<file path="config.mk">
export PLATFORM = sky130hd
export DESIGN_NAME = pc_sequencer
export DESIGN_NICKNAME = d
export VERILOG_FILES = /design/src/rtl/pc_sequencer.sv
export SDC_FILE = /design/constraint.sdc
export NUM_CORES = 1
export LEC_CHECK = 0
export BUFFER_PORTS_ARGS = -buffer_cell sky130_fd_sc_hd__buf_2
export CORE_UTILIZATION = 50
export DETAILED_ROUTE_END_ITERATION = 10
export PLACE_DENSITY = 0.76
export SYNTH_ARGS = -nofsm -noshare
export SYNTH_HDL_FRONTEND = slang
export SYNTH_SLANG_ARGS = --single-unit
</file>
<file path="constraint.sdc">
create_clock -name clk -period 4.3 [get_ports clk]
set_input_delay 0.86 -clock clk [delete_from_list [all_inputs] [get_ports clk]]
set_output_delay 0.86 -clock clk [all_outputs]
set_load 0.03 [all_outputs]
</file>
<file path="src/rtl/pc_sequencer.sv">
// pc_sequencer -- next-PC controller for the monocycle MIPS core.
//
// Owns the program-counter register and picks the next PC on every accepted
// fetch (handshake = fetch_valid_o & fetch_ready_i). The same choice is
// exported as a 2-bit select so the external 3:1 next-PC mux always agrees
// with the internal PC update. Redirects that arrive while instruction memory
// is stalled are held in a one-entry pending latch until the next handshake.
//
// Ports:
//   clk, rst              clock, asynchronous active-high reset
//   fetch_ready_i         instruction memory accepts pc_o this cycle
//   branch_taken_i        branch taken, branch_target_i valid
//   branch_target_i       branch destination
//   jump_i                jump requested, jump_target_i valid
//   jump_target_i         jump destination
//   halt_i                stop fetching after the current cycle
//   fetch_valid_o         pc_o is a valid fetch request (registered)
//   pc_o                  current program counter (registered)
//   next_pc_o             value pc_o takes on the next handshake (comb)
//   sel_o                 next-PC mux select: 00 PC+4, 01 branch, 10 jump (comb)
//   redirect_pending_o    a redirect is latched awaiting a handshake (registered)
//   align_err_o           sticky: a used/latched target had nonzero [1:0]
//   fetch_count_o         completed handshakes since reset, wrapping
module pc_sequencer #(
  parameter int               WIDTH    = 32,
  parameter logic [WIDTH-1:0] RESET_PC = '0
) (
  input  logic             clk,
  input  logic             rst,
  input  logic             fetch_ready_i,
  input  logic             branch_taken_i,
  input  logic [WIDTH-1:0] branch_target_i,
  input  logic             jump_i,
  input  logic [WIDTH-1:0] jump_target_i,
  input  logic             halt_i,
  output logic             fetch_valid_o,
  output logic [WIDTH-1:0] pc_o,
  output logic [WIDTH-1:0] next_pc_o,
  output logic [1:0]       sel_o,
  output logic             redirect_pending_o,
  output logic             align_err_o,
  output logic [31:0]      fetch_count_o
);

  typedef enum logic [1:0] {
    S_BOOT   = 2'd0,
    S_FETCH  = 2'd1,
    S_HALTED = 2'd2
  } state_e;

  localparam logic [1:0] SEL_SEQ = 2'b00;
  localparam logic [1:0] SEL_BR  = 2'b01;
  localparam logic [1:0] SEL_JMP = 2'b10;

  state_e           state_q, state_d;
  logic             fetch_valid_q, fetch_valid_d;
  logic [WIDTH-1:0] pc_q, pc_d;
  logic             pend_q, pend_d;
  logic             pend_jump_q, pend_jump_d;
  logic [WIDTH-1:0] pend_target_q, pend_target_d;
  logic             align_err_q, align_err_d;
  logic [31:0]      fetch_count_q, fetch_count_d;

  logic [WIDTH-1:0] jump_tgt, branch_tgt, live_tgt, pc_plus4;
  logic             live_redirect, live_bad, handshake, may_overwrite;
  logic [WIDTH-1:0] next_pc;
  logic [1:0]       sel;

  // Targets always have their byte-offset bits cleared before use.
  assign jump_tgt   = {jump_target_i[WIDTH-1:2], 2'b00};
  assign branch_tgt = {branch_target_i[WIDTH-1:2], 2'b00};
  assign pc_plus4   = pc_q + WIDTH'(4);

  // The live redirect that wins priority (jump over branch).
  assign live_redirect = jump_i | branch_taken_i;
  assign live_tgt      = jump_i ? jump_tgt : branch_tgt;
  assign live_bad      = jump_i ? (jump_target_i[1:0] != 2'b00)
                                : (branch_taken_i && (branch_target_i[1:0] != 2'b00));
  assign handshake     = fetch_valid_q & fetch_ready_i;

  // A latched jump may only be replaced by another jump; a latched branch by anything.
  assign may_overwrite = !pend_q || jump_i || !pend_jump_q;

  // Next-PC selection: live jump, live branch, pending jump, pending branch, PC+4.
  always_comb begin
    sel     = SEL_SEQ;
    next_pc = pc_plus4;
    if (jump_i) begin
      sel     = SEL_JMP;
      next_pc = jump_tgt;
    end else if (branch_taken_i) begin
      sel     = SEL_BR;
      next_pc = branch_tgt;
    end else if (pend_q) begin
      sel     = pend_jump_q ? SEL_JMP : SEL_BR;
      next_pc = pend_target_q;
    end
  end

  // Next-state logic.
  always_comb begin
    state_d       = state_q;
    fetch_valid_d = fetch_valid_q;
    pc_d          = pc_q;
    pend_d        = pend_q;
    pend_jump_d   = pend_jump_q;
    pend_target_d = pend_target_q;
    align_err_d   = align_err_q;
    fetch_count_d = fetch_count_q;
    unique case (state_q)
      S_BOOT: begin
        state_d       = S_FETCH;
        fetch_valid_d = 1'b1;
      end
      S_FETCH: begin
        if (handshake) begin
          pc_d          = next_pc;
          fetch_count_d = fetch_count_q + 32'd1;
          pend_d        = 1'b0;
          if (live_redirect && live_bad) align_err_d = 1'b1;
        end else if (live_redirect && may_overwrite) begin
          pend_d        = 1'b1;
          pend_jump_d   = jump_i;
          pend_target_d = live_tgt;
          if (live_bad) align_err_d = 1'b1;
        end
        if (halt_i) begin
          state_d       = S_HALTED;
          fetch_valid_d = 1'b0;
        end
      end
      S_HALTED: begin
        // Everything frozen; only reset leaves this state.
      end
      default: begin
        state_d       = S_BOOT;
        fetch_valid_d = 1'b0;
      end
    endcase
  end

  always_ff @(posedge clk or posedge rst) begin
    if (rst) begin
      state_q       <= S_BOOT;
      fetch_valid_q <= 1'b0;
      pc_q          <= RESET_PC;
      pend_q        <= 1'b0;
      pend_jump_q   <= 1'b0;
      pend_target_q <= '0;
      align_err_q   <= 1'b0;
      fetch_count_q <= '0;
    end else begin
      state_q       <= state_d;
      fetch_valid_q <= fetch_valid_d;
      pc_q          <= pc_d;
      pend_q        <= pend_d;
      pend_jump_q   <= pend_jump_d;
      pend_target_q <= pend_target_d;
      align_err_q   <= align_err_d;
      fetch_count_q <= fetch_count_d;
    end
  end

  assign fetch_valid_o      = fetch_valid_q;
  assign pc_o               = pc_q;
  assign next_pc_o          = next_pc;
  assign sel_o              = sel;
  assign redirect_pending_o = pend_q;
  assign align_err_o        = align_err_q;
  assign fetch_count_o      = fetch_count_q;

endmodule
</file>
==> key figures <==
Routing
  • Routed Antenna Nets: 0
  • DR vias/cell: 5.93
  • Drt first pass iters: 6
  • Drt drc: 0
  • Initial DRC Count: 473
  • WL final: 17500 µm
  • Via count: 5914
  • Post-DR wirelength/cell: 17.6 µm

Synthesis
  • Number of synthesized flops with an enable pin: 0
  • YS warnings: 0
  • Post-synth ARST share: 100%
  • Mapped cell area: 6150 µm²
  • Syn nets: 772
  • Synthesized instance count: 700
  • FF+latch count, synth: 99
  • Syn_area_per_cell: 8.79 µm²
  • Seq/Total Area, Yosys: 40.3%
  • Unique masters post-synth: 57
  • Post-synth top flop: dfrtp_1

Floorplanning
  • IO Count: 171
  • Core box area: 12000 µm²
  • Initial Util: 51.2%
  • Die Ht: 113 µm
  • FP Rows: 40
  • Die area: 12700 µm²
  • Chip width: 113 µm

Clocking
  • Post-CTS Hold Buffers: 0
  • Worst-skew pair later-pin latency: 0.36 ns
  • Clock Tree Buf Depth: 2
  • H-tree Lvls: 3
  • Sinks on Clock Net: 99
  • Setup repair bufs after CTS: 0
  • TritonCTS clock tree: done
  • Num CTS Buffers: 9
  • CTS clk-pin slew, worst paths: 0.07 ns
  • Post-CTS resize count: 0
  • Root Buffer: clkbuf_16

Worst setup path
  • Worst EP arrival: 2.67 ns
  • Worst path depth: 6
  • Critical path capture point type: primary output
  • CP Launch Point: jump_i
  • CP required: 3.44 ns
  • Buf/Inv on CP: 3
  • Crit path top cell by count: buf_4
  • CP max stage delay: 0.42 ns
  • Crit Reg-Reg Startpoint: redirect_pending_o$_DFFE_PP0P_
  • CP Cell Sequence: buf_4 -> buf_4 -> a22oi_1 -> nor4b_1 -> a211oi_1 -> buf_2
  • Slowest-stage cell, CP: buf_4
  • Startpoint types: primary input
  • Worst Path Max Fanout: 47
  • Worst reg-to-reg path cell count: 4
  • Critical path class: in -> out
  • Cell family with most CP delay: buffers and inverters

STA
  • Final Slew Violations: 0
  • Fin crit share: 82.1%
  • Fmax: 283 MHz
  • TNS Setup: 0 ns
  • Relative slew margins: 32.4%
  • Clock skew: 0.00559 ns
  • PnR worst setup slack: 0.768 ns
  • Final Hold Vio Count: 0
  • Hold WS: 0.460 ns
  • # setup viols final: 0
  • Final min period: 3.53 ns
  • Worst slew pin tran: 1.01 ns
  • RSZ-0062 raised after global routing: no

Final layout
  • Most frequent cells in the layout: 169 x buf_2, 99 x dfrtp_1, 85 x nand2_1
  • Fill cells: 1034
  • Layout Cells excl Fill: 997
  • Antenna diodes: 0
  • Final nets: 917
  • Final Cell Area: 7390 µm²
  • Fraction of layout cells with a size suffix above 1: 26.6%
  • Area grow syn2layout: 20.2%
  • Commonest non-fill, non-tap cell in the layout: buf_2

Placement
  • Gpl congestion: 0.908
  • Detailed placement HPWL: 12700 µm
  • Port Buf Inserts: 170
  • Setup WS pre-CTS: 0.842 ns
  • DP Area: 7070 µm²
  • Cells after DPL: 981

Flow run
  • MaxCap Viol Count: 0

Global route
  • Global route overflow: 0
  • Vias in the first global route: 5577
  • First-pass GRT wire length: 28100 µm
  • GRT Overall Usage: 28.4%
  • Initial antenna violation count: 0
  • Largest net degree at the start of global routing: 61

Hold path
  • WHS Path Cells: 1
  • Hold Startpoint: fetch_count_o[31]$_DFFE_PP0P_
  • Min-Delay Path Class: reg -> reg

Power
  • Power per cell area: 589 nW/µm²
  • Leakage Power: 0.00349 µW
  • Peak supply drop: 0.409 mV

Status
  • Outcome: complete, no violations
==> flip-flops by register name (all words and copies together) (netlist names) <==
| name | flops |
|---|---|
| state_q | 1 |
| fetch_valid_o | 1 |
| pend_jump_q | 1 |
| fetch_count_o | 32 |
| redirect_pending_o | 1 |
| pend_target_q | 30 |
| pc_o | 32 |
| align_err_o | 1 |
==> layout make-up <==
cell class                      count  area (µm²)  share of cell area [%]
Sequential cell                    99        2480                    33.5
Timing Repair Buffer              180         928                    12.6
Inverter                           20        77.6                    1.05
Tap cell                          147         184                    2.49
Multi-Input combinational cell    535        3400                    46.0
Clock buffer                        9         225                    3.05
Clock inverter                      7         103                    1.39
==> path summary, 6_finish.rpt <==
check / to / slack (ns)
worst max-delay path: next_pc_o[17] / 0.77
worst min-delay path: fetch_count_o[31]$_DFFE_PP0P_ / 0.46
worst max register to register: pend_jump_q$_DFFE_PP0P_ / 1.86
worst min register to register: fetch_count_o[31]$_DFFE_PP0P_ / 0.46
max in group asynchronous: pend_target_q[6]$_DFFE_PP0P_ / 2.83
min in group asynchronous: fetch_count_o[20]$_DFFE_PP0P_ / 0.60
==> Yosys cell counts (all sizes together), types with 3 or more instances <==
| master | n | share of area (%) |
|---|---|---|
| a221oi | 16 | 2.3 |
| o21ai | 57 | 4.6 |
| or2 | 4 | 0.41 |
| clkbuf | 26 | 1.6 |
| and2 | 12 | 1.2 |
| o22a | 3 | 0.43 |
| mux2i | 32 | 5.2 |
| inv | 20 | 1.2 |
| buf | 20 | 1.7 |
| mux2 | 10 | 1.8 |
| dfrtp | 99 | 40 |
| nand3 | 21 | 1.7 |
| nand2 | 85 | 5.2 |
| nor4 | 3 | 0.79 |
| o31a | 3 | 0.43 |
| xnor2 | 41 | 5.8 |
| nand3b | 3 | 0.57 |
| nand4 | 20 | 2.5 |
| a31o | 4 | 0.57 |
| nand2b | 4 | 0.41 |
| o2bb2ai | 3 | 0.43 |
| nor2b | 5 | 0.51 |
| nor2 | 49 | 3.0 |
| a21o | 6 | 0.73 |
| a31oi | 11 | 1.1 |
| xor2 | 13 | 1.9 |
| a21oi | 52 | 4.2 |
| and3 | 5 | 0.51 |
| and4 | 12 | 1.7 |
| nor3 | 23 | 2.1 |
| o31ai | 5 | 0.61 |
| o21a | 5 | 0.61 |
| o22ai | 7 | 0.71 |
==> where the power goes <==
group          internal, µW  leakage (µW)  switching [µW]
Combinational           633       0.00208            1200
Clock                   514      0.000156             385
Sequential             1230       0.00126             387
==> metal layers <==
layer | part of all wire [%] | track usage, %
met1 | 41 | 35.5
met2 | 49 | 47.5
met3 | 6.2 | 4.93
met4 | 3.6 | 14.2
met5 | 0 | 0
==> per-stage QoR <==
stage,power (µW),utilization [%]
global placement,3390,58.8
detailed placement,3450,58.8
floorplan,2890,-
CTS,4360,61.6
finish,4360,61.6
global route,4610,61.6
==> kinds of logic after synthesis <==
family	after synthesis	synth area share, %
simple gates	252	21.5
compound gates	185	18.6
flops	99	40.3
buf+inv	66	4.54
xor+xnor	54	7.69
mux	42	7.04
fa+ha+maj	2	0.407
Note: power is estimated with default switching activity, not from simulation.
